===== src/rtl/ram_dma_pkg.sv =====
// ============================================================================
// Module      : ram_dma_pkg
// Description : Shared types and constants for the ramDma fill engine.
// Revision    : 1.0 - initial release
// ============================================================================
`default_nettype none

package ram_dma_pkg;

  typedef enum logic [1:0] {
    IDLE     = 2'd0,
    REQUEST  = 2'd1,
    TRANSFER = 2'd2,
    DONE     = 2'd3
  } fill_state_t;

  localparam int BURST_SIZE_W = 8;

  function automatic int unsigned bytes_per_word(input int unsigned width);
    return width / 8;
  endfunction

endpackage

`default_nettype wire


===== src/rtl/ram_dma_burst_sizer.sv =====
// ============================================================================
// Module      : ram_dma_burst_sizer
// Description : Combinational beats-1 of the next burst: min(remaining, max)-1.
// Revision    : 1.0 - initial release
// ============================================================================
`default_nettype none

module ram_dma_burst_sizer
  import ram_dma_pkg::*;
#(
  parameter int lengthWidth  = 10,
  parameter int maxBurstSize = 16
) (
  input  logic [lengthWidth-1:0]  remaining,
  output logic [BURST_SIZE_W-1:0] burst_size
);

  logic [31:0] rem_wide;
  logic [31:0] beats;

  always_comb begin
    rem_wide = 32'(remaining);
    beats    = (rem_wide > 32'(maxBurstSize)) ? 32'(maxBurstSize) : rem_wide;
    // An empty remainder never issues a request; pin it to 0 instead of wrapping.
    if (beats == 32'd0) begin
      burst_size = '0;
    end else begin
      burst_size = BURST_SIZE_W'(beats - 32'd1);
    end
  end

endmodule

`default_nettype wire


===== src/rtl/ram_dma_fill_engine.sv =====
// ============================================================================
// Module      : ram_dma_fill_engine
// Description : Bus-master burst fetcher filling one SSRAM write port.
//               RAM_DMA_BYTE_SWAP_EN reverses byte order of each beat.
// Revision    : 1.0 - initial release
// ============================================================================
`default_nettype none

module ram_dma_fill_engine
  import ram_dma_pkg::*;
#(
  parameter int bitwidth     = 32,
  parameter int nrOfEntries  = 512,
  parameter int maxBurstSize = 16
) (
  input  logic                           clock,
  input  logic                           nReset,
  input  logic                           start,
  input  logic                           abort,
  input  logic [31:0]                    memoryStartAddress,
  input  logic [$clog2(nrOfEntries)-1:0] ssramStartAddress,
  input  logic [$clog2(nrOfEntries):0]   transferLength,
  output logic                           busy,
  output logic                           done,
  output logic                           error,
  output logic                           busRequest,
  input  logic                           busGrant,
  output logic [31:0]                    busAddress,
  output logic [BURST_SIZE_W-1:0]        burstSize,
  input  logic                           busDataValid,
  input  logic [bitwidth-1:0]            busData,
  input  logic                           busError,
  output logic                           ssramWriteEnable,
  output logic [$clog2(nrOfEntries)-1:0] ssramAddress,
  output logic [bitwidth-1:0]            ssramDataIn
);

  localparam int AW  = $clog2(nrOfEntries);
  localparam int LW  = AW + 1;
  localparam int BPW = int'(bytes_per_word(bitwidth));

  fill_state_t             state, state_next;
  logic [LW-1:0]           remaining, remaining_next;
  logic [8:0]              beats, beats_next;
  logic [AW-1:0]           wr_ptr, wr_ptr_next;
  logic [31:0]             bus_addr_next;
  logic                    error_next;
  logic                    we_next;
  logic [AW-1:0]           waddr_next;
  logic [bitwidth-1:0]     wdata_next;
  logic [BURST_SIZE_W-1:0] burst_size_next, sized_burst;
  logic [LW-1:0]           len_clamped;
  logic [bitwidth-1:0]     beat_data;

`ifdef RAM_DMA_BYTE_SWAP_EN
  for (genvar i = 0; i < BPW; i++) begin : g_byte_swap
    assign beat_data[8*i +: 8] = busData[bitwidth-8*(i+1) +: 8];
  end
`else
  assign beat_data = busData;
`endif

  assign len_clamped = (transferLength > LW'(nrOfEntries)) ? LW'(nrOfEntries) : transferLength;

  ram_dma_burst_sizer #(
    .lengthWidth  (LW),
    .maxBurstSize (maxBurstSize)
  ) u_sizer (
    .remaining  (remaining_next),
    .burst_size (sized_burst)
  );

  always_ff @(posedge clock or negedge nReset) begin
    if (!nReset) state <= IDLE;
    else         state <= state_next;
  end

  always_comb begin
    state_next     = state;
    remaining_next = remaining;
    beats_next     = beats;
    wr_ptr_next    = wr_ptr;
    bus_addr_next  = busAddress;
    error_next     = error;
    we_next        = 1'b0;
    waddr_next     = ssramAddress;
    wdata_next     = ssramDataIn;
    unique case (state)
      IDLE: begin
        if (start) begin
          bus_addr_next  = memoryStartAddress;
          wr_ptr_next    = ssramStartAddress;
          remaining_next = len_clamped;
          error_next     = 1'b0;
          state_next     = (len_clamped == '0) ? DONE : REQUEST;
        end
      end
      REQUEST: begin
        // A grant in the same cycle as abort has already committed the burst.
        if (busGrant) begin
          beats_next = {1'b0, burstSize} + 9'd1;
          state_next = TRANSFER;
        end else if (abort) begin
          state_next = DONE;
        end
      end
      TRANSFER: begin
        if (busError) begin
          error_next = 1'b1;
          state_next = DONE;
        end else if (busDataValid) begin
          we_next        = 1'b1;
          waddr_next     = wr_ptr;
          wdata_next     = beat_data;
          wr_ptr_next    = wr_ptr + 1'b1;
          remaining_next = remaining - 1'b1;
          bus_addr_next  = busAddress + 32'(BPW);
          beats_next     = beats - 9'd1;
          if (beats == 9'd1) begin
            state_next = (remaining_next == '0 || abort) ? DONE : REQUEST;
          end
        end
      end
      DONE: state_next = IDLE;
      default: state_next = IDLE;
    endcase
    burst_size_next = (state_next == REQUEST) ? sized_burst : burstSize;
  end

  always_ff @(posedge clock or negedge nReset) begin
    if (!nReset) begin
      remaining        <= '0;
      beats            <= '0;
      wr_ptr           <= '0;
      busAddress       <= '0;
      burstSize        <= '0;
      error            <= 1'b0;
      busy             <= 1'b0;
      done             <= 1'b0;
      busRequest       <= 1'b0;
      ssramWriteEnable <= 1'b0;
      ssramAddress     <= '0;
      ssramDataIn      <= '0;
    end else begin
      remaining        <= remaining_next;
      beats            <= beats_next;
      wr_ptr           <= wr_ptr_next;
      busAddress       <= bus_addr_next;
      burstSize        <= burst_size_next;
      error            <= error_next;
      busy             <= (state_next != IDLE);
      done             <= (state_next == DONE);
      busRequest       <= (state_next == REQUEST);
      ssramWriteEnable <= we_next;
      ssramAddress     <= waddr_next;
      ssramDataIn      <= wdata_next;
    end
  end

endmodule

`default_nettype wire


===== config.mk =====
export PLATFORM = sky130hd
export DESIGN_NAME = ram_dma_fill_engine
export DESIGN_NICKNAME = d
export VERILOG_FILES = /design/src/rtl/ram_dma_pkg.sv /design/src/rtl/ram_dma_burst_sizer.sv /design/src/rtl/ram_dma_fill_engine.sv
export SDC_FILE = /design/constraint.sdc
export NUM_CORES = 1
export LEC_CHECK = 0
export BUFFER_PORTS_ARGS = -buffer_cell sky130_fd_sc_hd__buf_2
export CORE_MARGIN = 2
export CORE_UTILIZATION = 47
export DETAILED_ROUTE_END_ITERATION = 10
export PLACE_DENSITY = 0.76
export SETUP_SLACK_MARGIN = 0.2
export SLEW_MARGIN = 40
export SYNTH_ARGS = -nofsm -noshare
export SYNTH_HDL_FRONTEND = slang
export SYNTH_SLANG_ARGS = --single-unit

===== constraint.sdc =====
create_clock -name clock -period 3.21 [get_ports clock]
set_input_delay 0.642 -clock clock [delete_from_list [all_inputs] [get_ports clock]]
set_output_delay 0.642 -clock clock [all_outputs]
set_load 0.02 [all_outputs]

=== After elaboration in Yosys (flattened, before gate mapping) ===
Index checks and enable logic that the tools add are counted.
W data, S select, Z words.

* Word-level logic and storage cells: 79
* Register bits after elaboration: 116
* Input bits: 90
* Output and inout port bits: 86

* Reduce and logical (&&, ||, !) cells: 12
* Add/subtract/negate cells: 6
* Eq/ne operators: 11
* Multiplexer cells: 34
* Bitwise logic cells: 1
* Magnitude comparators: 2

{| class="wikitable"
|+ Operators with widths
! kind !! count
|-
| $mux W32 || 3
|-
| $pmux W32 S2 || 1
|-
| $mux W9 || 6
|-
| $mux W10 || 5
|-
| $pmux W9 S2 || 2
|-
| $add A32 B3 Y32 const B || 1
|-
| $logic_not A32 Y1 || 1
|-
| $logic_not A10 Y1 || 2
|-
| $pmux W10 S2 || 1
|-
| $mux W2 || 8
|-
| $gt A10 B10 Y1 const B || 1
|-
| $gt A10 B5 Y1 const B || 1
|-
| $ne A2 B2 Y1 const B || 5
|-
| $sub A10 B1 Y10 const B || 1
|-
| $add A8 B1 Y9 const B || 1
|-
| $add A9 B1 Y9 const B || 1
|-
| $eq A9 B1 Y1 const B || 1
|-
| $sub A9 B1 Y9 const B || 1
|-
| $mux W8 || 1
|-
| $pmux W2 S4 || 1
|-
| $reduce_and A4 Y1 || 2
|-
| $sub A8 B1 Y8 const B || 1
|-
| $eq A2 B2 Y1 const B || 3
|-
| $reduce_and A3 Y1 || 2
|-
| 7 further kinds || 14
|}

=== Longest topological paths before layout ===
* Depth in word-level cells: 9
* Depth in mapped cells: 15
* Depth with buffers taken out: 14

=== Cells and area by module ===
A second synthesis with hierarchy kept.

* Cells, all modules: 733
* Area total of the unflattened synthesis: 6,155.9 µm²

{| class="wikitable"
|+ By module, submodules not included
! module !! seq. area each (µm²) !! cells an instance !! times used !! area an instance (µm²)
|-
| ram_dma_fill_engine || 2,902.8 || 706 || 1 || 5,972.0
|-
| ram_dma_burst_sizer || 0.0 || 27 || 1 || 183.9
|}

=== Worst setup path after synthesis ===
No wires, ideal clock.

* Kind: register to register
* Start point: register remaining[0]
* End point: register burstSize[2]
* Required time: 3,145 ps
* Data arrival time: 3,376 ps
* Setup slack: -231 ps
* Stages on the path, launching flop included: 16
* Period minus slack after synthesis: 3,441 ps
* Buffers on the path: 1
* Library setup time: 65 ps
* Cell sequence: dfrtp_1 -> inv_1 -> ha_1 -> or4b_4 -> or4_1 -> a221o_1 -> nor3_1 -> and4b_1 -> buf_6 -> nand2_1 -> ha_1 -> inv_1 -> nor3_1 -> or2_2 -> a21oi_1 -> o22a_1

* Elaborated cells on any way between the ends: 18
* Classes of those cells: add/sub: 2; order compare: 1; eq/ne: 1; mux: 11; reduce/logical: 3

{| class="wikitable"
|+ RTL lines
! item !! line !! RTL
|-
| from (decl) || ram_dma_fill_engine.sv:43 || <nowiki>logic [LW-1:0] remaining, remaining_next;</nowiki>
|-
| from (signal assigned) || ram_dma_fill_engine.sv:145 || <nowiki>remaining <= remaining_next;</nowiki>
|-
| $sub A10 B1 Y10 (*) || ram_dma_fill_engine.sv:116 || <nowiki>remaining_next = remaining - 1'b1;</nowiki>
|-
| $mux W10 (*) || ram_dma_fill_engine.sv:111 || <nowiki>end else if (busDataValid) begin</nowiki>
|-
| $mux W10 (*) || ram_dma_fill_engine.sv:108 || <nowiki>if (busError) begin</nowiki>
|-
| $pmux W10 S2 (*) || ram_dma_fill_engine.sv:88 || <nowiki>unique case (state)</nowiki>
|-
| net remaining_next[8] || ram_dma_fill_engine.sv:43 ||
|-
| $gt A10 B5 Y1 || ram_dma_burst_sizer.sv:23 || <nowiki>beats = (rem_wide > 32'(maxBurstSize)) ? 32'(maxBurstSize) : rem_wide;</nowiki>
|-
| $mux W10 (*) || ram_dma_burst_sizer.sv:23 ||
|-
| $sub A8 B1 Y8 / $logic_not A32 Y1 (equally long branches) || ram_dma_burst_sizer.sv:28, ram_dma_burst_sizer.sv:25 ||
|-
| $mux W8 (*) || ram_dma_burst_sizer.sv:25 || <nowiki>if (beats == 32'd0) begin</nowiki>
|-
| to (signal assigned) || ram_dma_fill_engine.sv:149 || <nowiki>burstSize <= burst_size_next;</nowiki>
|-
| to (decl) || ram_dma_fill_engine.sv:29 || <nowiki>output logic [BURST_SIZE_W-1:0] burstSize,</nowiki>
|}

The timed path passes the listed nets; every way through them passes the cells marked *.
A chain may end at the register's enable or synchronous reset.

=== Worst setup path after layout ===
* Start point: register remaining[1]
* End point: register burstSize[2]

The elaborated chain is that of the path after synthesis.

==> metrics.md <==
| Metric | Value |
|---|---|
| Core ar. | `12,600 um2` |
| Core Rows | `41` |
| Number of CTS-inserted buffers | `17` |
| Initial DRT Pass Iterations | `5` |
| Critical Path Fanout Max | `3` |
| CP Class | `reg -> reg` |
| Worst r2r path cells | `14` |
| Syn-to-layout area delta | `32.7%` |
| Post-route insts no fill | `1,031` |
| Die area | `13,900 um2` |
| Worst r2r src | `remaining[1]$_DFF_PN0_` |
| Worst-Margin Slew | `0.735 ns` |
| Overall power | `9.34 mW` |
| Vias in the first global route | `5,411` |
| First-pass GRT wire length | `26,900 um` |
| LEAKAGE | `~3.7 nW` |
| Share of layout cells above drive strength 1 | `36.3%` |
| Startpoint types | `flop` |
| Number of max-cap violations | `0` |
| Detail Placement HPWL | `11,400 um` |
| Final max-slew violation count | `0` |
| Antenna viol nets, final | `0` |
| Initial Util | `between 40 and 50%` |
| Peak VDD IR | `about 0.64 mV` |
| RSZ-0062 raised after global routing | `yes` |
| Clk sink count | `116` |
| Number of vias per cell | `5.54` |
| Vias | `5,715` |
| Clk buf depth | `2` |
| Fin. Hold Viols | `0` |
| # port buffers | `175` |
| Mean Syn Cell Area | `9.31 um2` |
| PnR worst setup slack | `approximately 0.044 ns` |
| H-tree depth | `4` |
| Crit end category | `flop` |
| Max Freq | `316 MHz` |
| Status | `finished, final reports clean` |
| Post-synthesis sequential area ratio | `47.6%` |
| P per Cell Area | `1150 nW/um2` |
| Remaining global-route overflow | `0` |
| Worst R2R End | `burstSize[2]$_DFFE_PN0P_` |
| DR WL/cell | `between 15 and 20 um` |
| Crit path required time | `3.56 ns` |
| CTS tree | `done` |
| Synth Register Bits | `116` |
| Syn Std Cell Area | `6100 um2` |
| Skew-Pair Late Insertion Delay | `0.42 ns` |
| Main synth FF type | `dfrtp_1` |
| Diodes inserted | `0` |
| Synth area leaders | `dfrtp_1 (48%), mux2_2 (7.6%), a21oi_1 (5.5%)` |
| Most instantiated cells after synthesis | `dfrtp_1 (116), a21oi_1 (67), nor2_1 (61)` |
| Final period util | `98.6%` |
| Minimum period implied by the final worst setup slack | `~3.2 ns` |
| Reg2Reg Setup Slack | `0.04 ns` |
| Fin nets | `946` |
| DP Cell Count | `about 1,000` |
| Clock root buffer master | `clkbuf_16` |
| Largest net degree at the start of global routing | `99` |
| Post-synthesis cell type count | `67` |
| Net Count, Synth | `754` |
| GRT Util Overall | `between 20 and 25%` |
| WHS | `0.102 ns` |
| Setup Viol. Count Final | `0` |
| Post-CTS Hold Buffers | `0` |
| Cells after Synth | `655` |
| Die Width | `roughly 120 um` |
| Synth area leader | `dfrtp_1` |
| Yosys warnings | `0` |
| Dpl ws | `-0.0598 ns` |
| Fraction of registers with async set/reset | `100%` |
| Initial antenna violation count | `0` |
| Crit path DAT | `3.52 ns` |
| Setup TNS | `0 ns` |
| Min-delay worst type | `in -> async` |
| Clock skew | `0.00568 ns` |
| Clock-pin slew on the worst setup and hold paths | `0.05 ns` |
| Max-slew headroom | `51.0%` |
| Fillers | `1,084` |
| Count leader, synth | `dfrtp_1` |
| WL final | `16,500 um` |
| # IOs | `around 180` |
| GP Congestion | `0.904` |
| DRC Markers | `0` |
| Yosys top cell area share | `47.6%` |
| Post-synth EDFFs | `0` |
| Die Height | `approximately 120 um` |
| DR iter-0 viols | `514` |
-- power breakdown --
| group | switching (mW) | internal, mW | leakage [nW] |
|---|---|---|---|
| sequential | 0.584 | 2.16 | 1.38 |
| combinational | 2.66 | 1.79 | 1.97 |
| clock | 0.678 | 1.47 | 0.322 |
-- flip-flops by register name (all words and copies together) (netlist names) --
| register | flops |
|---|---|
| busAddress | 32 |
| ssramDataIn | 32 |
| remaining | 10 |
| beats | 9 |
| ssramAddress | 9 |
| wr_ptr | 9 |
| burstSize | 8 |
| state | 2 |
| busRequest | 1 |
| busy | 1 |
| done | 1 |
| error | 1 |
| ssramWriteEnable | 1 |
-- per-layer routing --
layer / vias up / global-route usage (%) / routed length (um) / share of wire, %
met2: 205 / 39.0 / 8020 / 49
met1: 2701 / 31.8 / 7290 / 44
li1: 2783 / - / - / -
met5: - / 0 / 0 / 0
met4: 0 / 9.71 / 324 / 2.0
met3: 26 / 5.14 / 889 / 5.4
-- layout make-up --
cell class,instances,area [um2],area share [%]
tap,172,215,2.66
clock inverter,13,231,2.86
inverter,21,78.8,0.974
timing repair buffer,209,1160,14.3
multi-input combinational,482,3070,37.9
sequential,116,2900,35.9
clock buffer,18,439,5.43
-- worst max-delay path: stages (launching register included) --
cell     delay [ns]
dfrtp_1        0.40
inv_2          0.09
ha_4           0.13
or4b_4         0.46
or4_1          0.41
a221o_1        0.34
nor3_2         0.11
and4b_2        0.29
nand2_2        0.09
ha_4           0.20
inv_2          0.05
nor3_2         0.04
or2_4          0.25
a21oi_2        0.11
o22a_1         0.14
-- worst max-delay path by stage --
| stage | from | end | slack [ns] | depth (start not counted) |
|---|---|---|---|---|
| after floorplan | remaining[0]$_DFF_PN0_ | burstSize[2]$_DFFE_PN0P_ | 0.05 | 15 |
| after global placement | remaining[1]$_DFF_PN0_ | burstSize[4]$_DFFE_PN0P_ | 0.01 | 12 |
| after detailed placement | remaining[1]$_DFF_PN0_ | burstSize[4]$_DFFE_PN0P_ | -0.06 | 12 |
| after CTS | remaining[1]$_DFF_PN0_ | burstSize[2]$_DFFE_PN0P_ | 0.05 | 14 |
| after global routing | remaining[1]$_DFF_PN0_ | burstSize[3]$_DFFE_PN0P_ | -0.11 | 14 |
| final | remaining[1]$_DFF_PN0_ | burstSize[2]$_DFFE_PN0P_ | 0.04 | 14 |
-- cells by family (layout without fill, tap and decap cells) --
logic type	count (synthesis)	after routing	synth area share, %
AND/OR/NAND/NOR	233	233	19.2
flip-flops	116	116	47.6
AO/OA/AOI/OAI	189	189	18.4
XOR/XNOR	6	6	0.862
multiplexers	45	45	8.31
adder cells (fa/ha/maj)	9	9	1.85
buffers and inverters	57	261	3.76
-- stage by stage --
stage	area, um2	util, %
after detailed placement	7350	58.2
after global placement	7340	58.2
final	8090	64.1
after global routing	8090	64.1
after floorplan	6130	-
after CTS	8070	64.0
-- cells in the final DEF (no fill, tap or decap), types with 4 or more instances in the layout --
master	instances
buf_2	174
or3_1	5
xnor2_1	4
ha_1	7
nor3_1	12
or2_2	4
o21ai_0	47
a21oi_1	66
nand3_1	31
and3_1	6
clkbuf_16	17
buf_4	33
dfrtp_1	116
nand2b_1	4
or4_1	4
o22ai_1	16
a22oi_1	10
nand4_1	8
a211oi_1	4
o21ai_1	7
inv_1	16
a32oi_1	4
mux2_2	41
nand2_1	57
inv_2	5
a31oi_1	4
nor2_1	60
bufinv_16	6
nor4_1	6
-- what timing repair did --
action	in CTS	in global routing
setup buffers	3	2
endpoints found under the setup margin	8	8
pin swaps	3	2
resized for setup	7	1
Note: power is estimated with default switching activity, not from simulation.
